[config.mk]
export PLATFORM = sky130hd
export DESIGN_NAME = bp_stream_host_mmio
export DESIGN_NICKNAME = d
export VERILOG_FILES = /design/src/rtl/bp_stream_host_mmio.sv
export SDC_FILE = /design/constraint.sdc
export NUM_CORES = 1
export LEC_CHECK = 0
export ABC_AREA = 1
export BUFFER_PORTS_ARGS = -buffer_cell sky130_fd_sc_hd__buf_2
export CAP_MARGIN = 25
export CELL_PAD_IN_SITES_DETAIL_PLACEMENT = 1
export CELL_PAD_IN_SITES_GLOBAL_PLACEMENT = 2
export CORE_ASPECT_RATIO = 0.6
export CORE_MARGIN = 3
export CORE_UTILIZATION = 35
export CTS_BUF_LIST = sky130_fd_sc_hd__clkbuf_16
export DETAILED_ROUTE_END_ITERATION = 8
export PLACE_DENSITY = 0.77
export SLEW_MARGIN = 5
export SYNTH_ARGS = -nofsm -noshare
export SYNTH_HDL_FRONTEND = slang
export SYNTH_SLANG_ARGS = --single-unit
[constraint.sdc]
create_clock -name clk_i -period 4.29 [get_ports clk_i]
set_input_delay 0 -clock clk_i [delete_from_list [all_inputs] [get_ports clk_i]]
set_output_delay 0 -clock clk_i [all_outputs]
set_load 0.02 [all_outputs]
[src/rtl/bp_stream_host_mmio.sv]
// AXI4-Lite slave feeding 32b NBF flits into a FIFO that drives the stream loader.
// Optional BP_STREAM_HOST_MMIO_WCOUNT_EN adds a 32b popped-word counter at offset 0xC.
module bp_stream_host_mmio #(
  parameter int s_axil_addr_width_p = 32,
  parameter int s_axil_data_width_p = 32,
  parameter int stream_data_width_p = 32,
  parameter int fifo_els_p          = 16,
  parameter logic [s_axil_addr_width_p-1:0] base_addr_p = '0
) (
  input  logic                           clk_i,
  input  logic                           reset_n_i,
  input  logic [s_axil_addr_width_p-1:0] s_axil_awaddr_i,
  input  logic [2:0]                     s_axil_awprot_i,
  input  logic                           s_axil_awvalid_i,
  output logic                           s_axil_awready_o,
  input  logic [s_axil_data_width_p-1:0] s_axil_wdata_i,
  input  logic [3:0]                     s_axil_wstrb_i,
  input  logic                           s_axil_wvalid_i,
  output logic                           s_axil_wready_o,
  output logic [1:0]                     s_axil_bresp_o,
  output logic                           s_axil_bvalid_o,
  input  logic                           s_axil_bready_i,
  input  logic [s_axil_addr_width_p-1:0] s_axil_araddr_i,
  input  logic [2:0]                     s_axil_arprot_i,
  input  logic                           s_axil_arvalid_i,
  output logic                           s_axil_arready_o,
  output logic [s_axil_data_width_p-1:0] s_axil_rdata_o,
  output logic [1:0]                     s_axil_rresp_o,
  output logic                           s_axil_rvalid_o,
  input  logic                           s_axil_rready_i,
  output logic                           stream_v_o,
  output logic [stream_data_width_p-1:0] stream_data_o,
  input  logic                           stream_ready_i,
  input  logic                           loader_done_i
);
  localparam int AW = s_axil_addr_width_p;
  localparam int DW = s_axil_data_width_p;
  localparam int PW = $clog2(fifo_els_p);
  localparam int CW = PW + 1;
  localparam logic [1:0] RESP_OKAY = 2'b00;
  localparam logic [1:0] RESP_SLVERR = 2'b10;

  // Handshake rule: a beat transfers on the rising edge where valid & ready are both 1.
  // Returns {hit, word index}; hit requires an aligned address inside the 16B window.
  function automatic logic [2:0] decode_addr(input logic [AW-1:0] addr);
    logic [AW-1:0] off;
    off = addr - base_addr_p;
    return {(addr >= base_addr_p) && (off[AW-1:4] == '0) && (off[1:0] == 2'b00), off[3:2]};
  endfunction

  logic          aw_held, w_held;
  logic [AW-1:0] aw_addr;
  logic [DW-1:0] w_data;
  logic [3:0]    w_strb;

  logic [stream_data_width_p-1:0] mem [fifo_els_p];
  logic [PW-1:0] wr_ptr, rd_ptr;
  logic [CW-1:0] count;
  logic          full, empty, push, pop, flush;

  logic          wr_hit, wr_push_req, wr_flush_req, wr_go;
  logic [1:0]    wr_idx, wr_resp;
  logic          rd_hit;
  logic [1:0]    rd_idx, rd_resp_n;
  logic [DW-1:0] rd_data_n;

`ifdef BP_STREAM_HOST_MMIO_WCOUNT_EN
  logic [31:0]   wcount;
`endif

  logic unused_prot;
  assign unused_prot = ^{s_axil_awprot_i, s_axil_arprot_i};

  assign full  = (count == CW'(fifo_els_p));
  assign empty = (count == '0);
  assign stream_v_o    = ~empty;
  assign stream_data_o = mem[rd_ptr];
  assign pop = ~empty & stream_ready_i;

  assign s_axil_awready_o = ~aw_held;
  assign s_axil_wready_o  = ~w_held;
  assign s_axil_arready_o = ~s_axil_rvalid_o;

  always_comb begin
    {wr_hit, wr_idx} = decode_addr(aw_addr);
    wr_resp      = RESP_SLVERR;
    wr_push_req  = 1'b0;
    wr_flush_req = 1'b0;
    if (wr_hit) begin
      case (wr_idx)
        2'd0: if (w_strb == 4'hF) begin
          wr_resp     = RESP_OKAY;
          wr_push_req = 1'b1;
        end
        2'd2: begin
          wr_resp      = RESP_OKAY;
          wr_flush_req = w_data[0];
        end
        default: wr_resp = RESP_SLVERR;
      endcase
    end
  end

  // A valid DATA write waits here while the FIFO is full; it retries every cycle.
  assign wr_go = aw_held & w_held & ~s_axil_bvalid_o & ~(wr_push_req & full);
  assign push  = wr_go & wr_push_req;
  assign flush = wr_go & wr_flush_req;

  always_ff @(posedge clk_i or negedge reset_n_i) begin
    if (!reset_n_i) begin
      aw_held         <= 1'b0;
      w_held          <= 1'b0;
      aw_addr         <= '0;
      w_data          <= '0;
      w_strb          <= '0;
      s_axil_bvalid_o <= 1'b0;
      s_axil_bresp_o  <= RESP_OKAY;
    end else begin
      if (s_axil_awvalid_i && !aw_held) begin
        aw_held <= 1'b1;
        aw_addr <= s_axil_awaddr_i;
      end
      if (s_axil_wvalid_i && !w_held) begin
        w_held <= 1'b1;
        w_data <= s_axil_wdata_i;
        w_strb <= s_axil_wstrb_i;
      end
      if (wr_go) begin
        s_axil_bvalid_o <= 1'b1;
        s_axil_bresp_o  <= wr_resp;
      end else if (s_axil_bvalid_o && s_axil_bready_i) begin
        s_axil_bvalid_o <= 1'b0;
        aw_held         <= 1'b0;
        w_held          <= 1'b0;
      end
    end
  end

  always_ff @(posedge clk_i or negedge reset_n_i) begin
    if (!reset_n_i) begin
      wr_ptr <= '0;
      rd_ptr <= '0;
      count  <= '0;
    end else if (flush) begin
      wr_ptr <= '0;
      rd_ptr <= '0;
      count  <= '0;
    end else begin
      if (push) wr_ptr <= wr_ptr + PW'(1);
      if (pop)  rd_ptr <= rd_ptr + PW'(1);
      count <= count + CW'(push) - CW'(pop);
    end
  end

  always_ff @(posedge clk_i) begin
    if (push) mem[wr_ptr] <= w_data;
  end

`ifdef BP_STREAM_HOST_MMIO_WCOUNT_EN
  always_ff @(posedge clk_i or negedge reset_n_i) begin
    if (!reset_n_i)  wcount <= '0;
    else if (flush)  wcount <= '0;
    else if (pop)    wcount <= wcount + 32'd1;
  end
`endif

  always_comb begin
    {rd_hit, rd_idx} = decode_addr(s_axil_araddr_i);
    rd_data_n = '0;
    rd_resp_n = RESP_SLVERR;
    if (rd_hit) begin
      case (rd_idx)
        2'd0: rd_resp_n = RESP_OKAY;
        2'd1: begin
          rd_resp_n = RESP_OKAY;
          rd_data_n[CW+2:0] = {loader_done_i, full, empty, count};
        end
        2'd2: rd_resp_n = RESP_OKAY;
`ifdef BP_STREAM_HOST_MMIO_WCOUNT_EN
        2'd3: begin
          rd_resp_n = RESP_OKAY;
          rd_data_n = wcount;
        end
`else
        2'd3: rd_resp_n = RESP_SLVERR;
`endif
        default: rd_resp_n = RESP_SLVERR;
      endcase
    end
  end

  always_ff @(posedge clk_i or negedge reset_n_i) begin
    if (!reset_n_i) begin
      s_axil_rvalid_o <= 1'b0;
      s_axil_rdata_o  <= '0;
      s_axil_rresp_o  <= RESP_OKAY;
    end else if (s_axil_arvalid_i && !s_axil_rvalid_o) begin
      s_axil_rvalid_o <= 1'b1;
      s_axil_rdata_o  <= rd_data_n;
      s_axil_rresp_o  <= rd_resp_n;
    end else if (s_axil_rvalid_o && s_axil_rready_i) begin
      s_axil_rvalid_o <= 1'b0;
    end
  end
endmodule

Yosys cells after proc, flatten, opt, wreduce, memory -nomap -nowiden:

Memory sizes are Yosys's and may differ from the RTL's.
Index checks and enable logic that the tools add are counted.

* memories: 1
* input port bits: 115
* RAM bits: 512
* bits in registers: 97
* logic and storage cells: 92
* output and inout port bits: 74

* magnitude comparators: 2
* multiplexer cells: 29
* bitwise operators: 13
* reduce and logical (&&, ||, !) cells: 24
* equality and inequality tests: 6
* add/subtract/negate cells: 4

Memory list
* mem: words 16, width 32, rd ports 1, clocked after memory_dff 0, wr ports 1, RTL line 56 `logic [stream_data_width_p-1:0] mem [fifo_els_p];`

Operator list (count)
* $ge 32x1->1 const B: 2
* $logic_not 28->1: 2
* $mux 1: 17
* $mux 4: 4
* $mux 8: 2
* $logic_and 1x1->1: 9
* $add 4x1->4 const B: 2
* $logic_not 2->1: 4
* $pmux 2 s2: 2
* $reduce_bool 2->1: 4
* $and 1x1->1: 7
* $eq 2x2->1 const B: 3
* $mux 2: 3
* $not 1->1: 6
* $add 5x1->5: 1
* $eq 5x5->1 const B: 1
* $logic_not 5->1: 1
* $mux 5: 1
* $sub 5x1->5: 1
* $eq 4x4->1 const B: 1
* $logic_not 1->1: 3
* $reduce_or 3->1: 1
* $eq 2x1->1 const B: 1

Logic depth before layout (Yosys ltp):

Gate-level depths: netlist (run 1).

* word-level depth: 11
* gate-level depth with buffers: 18
* gate-level depth less buffers: 18

Worst setup path after synthesis (run 1):

Ideal clock, no wire load.

* path type: register to register
* start point: reg aw_addr[5]
* end point: mem mem[0][0], enable pin
* data required time: 3.869 ns
* clock period less this slack: 3.047 ns
* setup slack: 1.243 ns
* library setup time: 0.421 ns
* data arrival time: 2.626 ns
* path buffers: 0
* cell stages (with the launch flop): 9
* path through: dfrtp_1 -> or2_1 -> nor2_1 -> nand2_1 -> nor2_4 -> nand4_4 -> inv_6 -> nand2_4 -> nor2_1

* cells in the longest elaborated chain, start to end: 10
* elaborated cells on any way between the ends: 11
* classes of those cells: 1 x order compare; 3 x mux; 4 x bitwise; 3 x reduce/logical

Ends and longest elaborated chain
* start, declared: RTL line 52 `logic [AW-1:0] aw_addr;`
* start signal, assigned: RTL line 121 `aw_addr <= s_axil_awaddr_i;`
* $ge 32x1->1 / $logic_not 28->1 (equally long branches): RTL line 48 `return {(addr >= base_addr_p) && (off[AW-1:4] == '0) && (off[1:0] == 2'b00), off[3:2]};`
* $logic_and 1x1->1 * (2 in series): RTL line 48
* $mux 1 *: RTL line 89 `if (wr_hit) begin`
* $and 1x1->1: RTL line 105 `assign wr_go = aw_held & w_held & ~s_axil_bvalid_o & ~(wr_push_req & full);`
* $not 1->1: RTL line 105
* $and 1x1->1: RTL line 105
* $and 1x1->1 *: RTL line 106 `assign push = wr_go & wr_push_req;`
* $mux 1 *: RTL line 156 `if (push) mem[wr_ptr] <= w_data;`
* $mux 1 (implied by the code) *: RTL line 156
* end, declared: RTL line 56

Every way passes the cells marked *; elsewhere a longest branch is shown, timed or not.

Worst setup path after layout (run 1):

* start point: in s_axil_araddr_i[16]
* end point: reg s_axil_rdata_o[4]

* cells in the longest elaborated chain, start to end: 4
* elaborated cells on any way between the ends: 5
* classes of those cells: 1 x order compare; 1 x mux; 3 x reduce/logical

Ends and longest elaborated chain
* start, declared: RTL line 23 `input logic [s_axil_addr_width_p-1:0] s_axil_araddr_i,`
* $ge 32x1->1 / $logic_not 28->1 (equally long branches): RTL line 48
* $logic_and 1x1->1 * (2 in series): RTL line 48
* $mux 8 *: RTL line 171 `if (rd_hit) begin`
* end signal, assigned: RTL line 199 `s_axil_rdata_o <= rd_data_n;`
* end, declared: RTL line 27 `output logic [s_axil_data_width_p-1:0] s_axil_rdata_o,`

Marks and branches as above.
A chain may end at the register's enable or synchronous reset.

==> results.md, run 1 <==
- Status: finished, final reports clean
- Cell taking the most area after synthesis: edfxtp_1
- Setup tns final: 0 ns
- GR Overflow Total: 0
- Die Y-Extent: 213 µm
- Most used DFF post-synth: edfxtp_1
- Buffers on Ports: 156
- Layout cells sized above 1: 18.3%
- Fillcell total: slightly above 7000
- Tightest Pin Transition: approximately 0.95 ns
- FF-to-FF path depth: 17
- Insertion delay to the later sink of the worst-skew pair: 0.61 ns
- Critical Path Source Type: primary input
- Crit-path slowest cell: dlygate4sd3_1
- Top post-synthesis cells by area: edfxtp_1, dfrtp_1, mux2i_1
- Worst Skew: 0.0116 ns
- Async SR Flop Fraction: 15.7%
- Synth top area share: 61.8%
- RSZ-0062 raised after global routing: no
- Minimum clock period: about 3.2 ns
- Syn_area_per_cell: between 10 and 15 µm²
- Hold EP: w_data[26]
- VDD IR max: 0.326 mV
- Synthesized area: 24900 µm²
- CTS sink cnt: 607
- Final Wtd Congestion: 0.732
- I/O Pins: 189
- Power Density: between 400 and 500 nW/µm²
- Tot GR Track Use: between 10% and 20%
- Crit path largest cell delay: 0.74 ns
- R2r startpoint: count[2]
- Fin. max-slew vios: 0
- ANT nets after route: 0
- RR Endpoint: count[4]
- Worst setup path start: s_axil_araddr_i[16]
- Hold_sp: s_axil_wdata_i[26]
- Maximum clock rate: 0.311 GHz
- Critical path data arrival time: roughly 3.8 ns
- Critical path type: primary input to flop
- Initial antenna violation count: 0
- Leakage Power: 0.0104 µW
- Min-delay worst type: primary input to flop
- Max clock buf depth: 3
- Final WL: 64.2 mm
- Commonest cells post-synth: edfxtp_1, inv_1, o21ai_0
- Post-DP HPWL: 36.6 mm
- Die Footprint: 74400 µm²
- Layout Cells excl Fill: 2971
- Hold Vio Cnt, Final: 0
- Placed insts: 2773
- Synth cell types: 36
- Root buf cell: clkbuf_16
- Pre-antenna DRT Iters: 5
- Routed vias/inst: 4.99
- Setup crit end kind: flop
- Max-cap violations: 0
- Worst reg2reg setup slack: 1.09 ns
- CTS tree: built
- Post-synth EDFFs: 512
- Initial Util: a little over a third
- Largest net degree at the start of global routing: 96
- Via Count: 14800
- Count leader, synth: edfxtp_1
- Drc violations: 0
- Critical Path Fanout Max: 6
- Worst hold path depth: 3
- First-pass GRT wire length: ~100 mm
- Seq/Total Area, Yosys: 71.4%
- H-Tree Depth: 2
- Die X: 350 µm
- Initial drt markers: 1128
- Placement Cell Area: 26600 µm²
- Worst-path cell chain: dlygate4sd3_1, buf_2, nor4_1, dlygate4sd3_1, nand4_1, dlygate4sd3_1, nor2_1, dlygate4sd3_1, nand2_1, dlygate4sd3_1, nand2_1
- #FFs+latches synth: between 600 and 700
- Clk slew on worst S/H paths: about 0.070 ns
- Final non-filler cell area: 29400 µm²
- Area Overhead vs Synth: 18.1%
- Yosys warns: 0
- Vias in the first global route: 15700
- Antenna Diode Count: 0
- Crit share post-route: roughly 75%
- Final net count: 2126
- Avg WL per Cell: 21.6 µm
- CTS Buf Count: 56
- Final setup violation count: 0
- Mapped Cells: 1756
- Rel. slew slack: 36.3%
- WP data required: ~4.8 ns
- Cell mode on critical path: dlygate4sd3_1
- Core area: 70100 µm²
- # resized after CTS: 0
- Rows: 75
==> routing by layer <==
metal  up-vias  global-route usage (%)  wire (µm)
met5         -                       0          0
met4         0                    2.71        768
met3        67                    2.66       2780
met2       275                    28.5      30400
met1      7603                    24.7      30200
li1       6879                       -          -
==> where the power goes <==
part / total (µW) / switching (µW) / internal [µW]
clock: 4980 / 2240 / 2740
sequential: 8370 / 883 / 7490
combinational: 788 / 346 / 442
==> placed cells by master (no fill, tap or decap), types with 4 or more instances in the layout <==
| cell type | count |
|---|---|
| nand2_1 | 90 |
| clkinv_2 | 9 |
| edfxtp_1 | 512 |
| clkinv_1 | 11 |
| nor2_4 | 17 |
| o21ai_1 | 18 |
| o211ai_1 | 128 |
| nand4_1 | 4 |
| ha_1 | 11 |
| nand2_4 | 4 |
| nor4_1 | 6 |
| mux2i_1 | 128 |
| buf_12 | 7 |
| mux2_2 | 67 |
| a21oi_1 | 133 |
| clkbuf_16 | 56 |
| nand3_1 | 49 |
| nor2_1 | 36 |
| dlygate4sd3_1 | 91 |
| buf_4 | 33 |
| bufinv_16 | 6 |
| inv_1 | 179 |
| xor2_1 | 7 |
| dfrtp_1 | 91 |
| o21ai_0 | 146 |
| conb_1 | 26 |
| buf_2 | 155 |
==> state kept, by name (all words and copies together) (netlist names) <==
signal	count
mem	512
aw_addr	32
w_data	32
s_axil_rdata_o	8
count	5
rd_ptr	4
w_strb	4
wr_ptr	4
aw_held	1
s_axil_bresp_o	1
s_axil_bvalid_o	1
s_axil_rresp_o	1
s_axil_rvalid_o	1
w_held	1
==> stage by stage <==
step / total power (µW) / setup slack (ns) / util, % / hold slack (ns)
4_1_cts: 14300 / 1.07 / 41.9 / 0.106
3_5_place_dp: 9230 / 1.08 / 38.0 / 0.107
5_1_grt: 14700 / 0.838 / 41.9 / 0.134
3_3_place_gp: 9100 / 1.12 / 38.0 / 0.103
2_1_floorplan: 8620 / 1.24 / - / -0.296
6_report: 14100 / 1.08 / 41.9 / 0.146
==> logic make-up (layout without fill, tap and decap cells) <==
group                    count (synthesis)  count (layout)  share of synthesized area (%)
AND/OR/NAND/NOR                        216             216                           3.94
adder cells (fa/ha/maj)                 12              12                          0.634
AO/OA/AOI/OAI                          427             427                           9.93
XOR/XNOR                                 7               7                          0.246
buffers and inverters                  291             557                           5.68
multiplexers                           195             195                           8.18
other                                    1              26                         0.0151
flip-flops                             607             607                           71.4
==> how the worst max path moves through the flow <==
stage                   endpoint  slack [ns]  cells past startpoint
6_report       s_axil_rdata_o[4]        1.08                     11
2_1_floorplan          mem[0][0]        1.24                      8
3_5_place_dp            count[4]        1.08                     17
3_3_place_gp            count[4]        1.12                     17
4_1_cts                 count[4]        1.07                     17
5_1_grt                 count[4]        0.84                     17
==> area by class of cell <==
| class | instances | area [µm²] | share of cell area, % |
|---|---|---|---|
| Clock buffer | 56 | 1400 | 4.77 |
| Clock inverter | 50 | 410 | 1.40 |
| Tap cell | 924 | 1160 | 3.93 |
| Inverter | 164 | 623 | 2.12 |
| Timing Repair Buffer | 287 | 2100 | 7.15 |
| Multi-Input combinational cell | 883 | 5930 | 20.2 |
| Sequential cell | 607 | 17800 | 60.5 |
==> critical path, delay by kind of cell <==
family	cells	cell delay (ns)
buffers and inverters	6	3.12
AND/OR/NAND/NOR	5	0.64
==> what timing repair did <==
item,4_1_cts,5_1_grt
hold endpoints to repair,125,0
hold buffers,91,0
buffers inserted,0,0
No activity file was read; power rests on OpenSTA's default activity.
==> run 2: changes to the inputs <==
==> constraint.sdc (replaced) <==
create_clock -name clk_i -period 3.4 [get_ports clk_i]
set_input_delay 0 -clock clk_i [delete_from_list [all_inputs] [get_ports clk_i]]
set_output_delay 0 -clock clk_i [all_outputs]
set_load 0.02 [all_outputs]
==> run 2 against run 1 <==
  * Die area is the same
  * Largest power group unchanged
  * Highest routed layer unchanged
  * First-iteration DRC count shrank 5.4%
  * Hold slack lost 0.0028 ns
  * Critical endpoint is now s_axil_rdata_o[6]
  * Via count grew 1.5%
  * Clock power grew 24%
==> results.md, run 2 (synthesis gave the netlist of run 1 again) <==
- Status: finished, final reports clean
- Largest net degree at the start of global routing: approximately 130
- Min-delay worst type: primary input to flop
- Insertion delay to the later sink of the worst-skew pair: 0.62 ns
- Initial Util: between 30% and 40%
- Post-CTS setup buffer count: 0
- Root buf cell: clkbuf_16
- Worst Skew: around 0.025 ns
- Largest register by flop count: mem
- Top Registers: mem: 512 flops, aw_addr: 32 flops, w_data: 32 flops
- First-pass GRT wire length: 99.1 mm
- Setup tns final: 0 ns
- Core area: 70100 µm²
- Avg WL per Cell: 21.9 µm
- Die X: 350 µm
- Final net count: 2132
- Commonest non-fill, non-tap cell in the layout: edfxtp_1
- Buffers on Ports: approximately 160
- Post-DP HPWL: about 38 mm
- CTS Buf Count: between 50 and 60
- Initial antenna violation count: 0
- Drc violations: 0
- Setup crit end kind: flop
- Place WS: around 0.12 ns
- Total power: around 18000 µW
- Crit share post-route: 95.2%
- Placed insts: 2778
- Critical Path Source Type: primary input
- CTS tree: built
- Leakage Power: roughly 0.010 µW
- Layout Cells excl Fill: 2975
- Die Footprint: ~74000 µm²
- Tightest Pin Transition: 0.920 ns
- Maximum clock rate: 0.309 GHz
- I/O Pins: 189
- Tot GR Track Use: about 17%
- Critical Path Fanout Max: 6
- ANT nets after route: 0
- WP data required: 3.95 ns
- Fillcell total: 7223
- Die Y-Extent: around 210 µm
- Final Wtd Congestion: 0.742
- Seq. cell area: ~18000 µm²
- Final WS setup: between 0.15 and 0.2 ns
- GR Overflow Total: 0
- Layout cells sized above 1: a little under a fifth
- Rows: 75
- Area Overhead vs Synth: 18.4%
- Critical path data arrival time: 3.78 ns
- Hold Vio Cnt, Final: 0
- Clk slew on worst S/H paths: roughly 0.06 ns
- Initial drt markers: 1067
- H-Tree Depth: 2
- Vias in the first global route: 16000
- Pre-antenna DRT Iters: 6
- VDD IR max: 0.451 mV
- Max FFs per register: 512
- Area of the multi-input gates: 5930 µm²
- Max-cap violations: 0
- Critical path type: primary input to flop
- RSZ-0062 raised after global routing: no
- Final setup violation count: 0
- Max clock buf depth: 3
- Fin. max-slew vios: 0
- CTS sink cnt: 607
- Minimum clock period: 3.24 ns
- Via Count: 15000
- Final WL: 65.0 mm
- Routed vias/inst: 5.06
- Rel. slew slack: 38.7%
- Most frequent cells in the layout: edfxtp_1, inv_1, buf_2
- Power Density: 604 nW/µm²
[run 2: changes by cell type in the layout (fill, tap and decap cells not counted), moves of 2 or more]
| cell | delta |
|---|---|
| buf_12 | +6 |
| inv_1 | -2 |
| bufinv_16 | -2 |
| clkinv_8 | -2 |
| dlygate4sd3_1 | +3 |
| inv_6 | +2 |
[run 2: path summary, 6_finish.rpt]
kind / start / endpoint / slack, ns / cells after the start
max: s_axil_araddr_i[24] / s_axil_rdata_o[6] / 0.16 / 11
min: s_axil_wdata_i[2] / w_data[2] / 0.14 / 3
max reg2reg: count[2] / count[4] / 0.29 / 17
min reg2reg: s_axil_rdata_o[0] / s_axil_rdata_o[0] / 0.48 / 2
max in group asynchronous: reset_n_i / w_data[8] / 1.79 / 4
min in group asynchronous: reset_n_i / w_data[7] / 0.53 / 3
[run 2: cell type report]
class | count | share of cell area [%]
flip-flops and latches | 607 | 60.3
clock inverters | 45 | 1.10
clock buffers | 57 | 4.84
repair buffers | 294 | 7.53
inverters | 164 | 2.12
multi-input cells | 883 | 20.1
well taps | 924 | 3.93
diodes | 1 | 0.00850
[run 2: metrics by stage]
| stage | area (µm²) | hold WS (ns) | util [%] |
|---|---|---|---|
| after detailed placement | 26700 | 0.131 | 38.2 |
| after floorplan | 25000 | -0.296 | - |
| after global routing | 29400 | 0.119 | 42.0 |
| after global placement | 26700 | 0.123 | 38.2 |
| final | 29400 | 0.143 | 42.0 |
| after CTS | 29400 | 0.0986 | 42.0 |
[run 2: critical path, stage by stage]
cell	delay [ns]
dlygate4sd3_1	0.53
buf_2	0.12
nor4_1	0.14
dlygate4sd3_1	0.59
nand4_1	0.09
dlygate4sd3_1	0.57
nor2_1	0.30
dlygate4sd3_1	0.73
nand3_1	0.10
nand2_1	0.07
dlygate4sd3_1	0.54
[run 2: repair_timing]
item / 4_1_cts / 5_1_grt
endpoints found under the setup margin: 0 / 1
hold buffers: 94 / 0
hold endpoints to repair: 129 / 0
gates resized for setup: 0 / 1
[run 2: per-layer routing]
layer / global-route usage (%) / vias to the layer above / share of wire, %
met4: 3.53 / 0 / 1.7
met1: 25.1 / 7750 / 47
met3: 2.82 / 80 / 4.9
li1: - / 6891 / -
met5: 0 / - / 0
met2: 28.3 / 322 / 46
[run 2: power breakdown]
part	switching, µW	internal (µW)
logic	429	562
clock network	2830	3340
registers	1190	9450
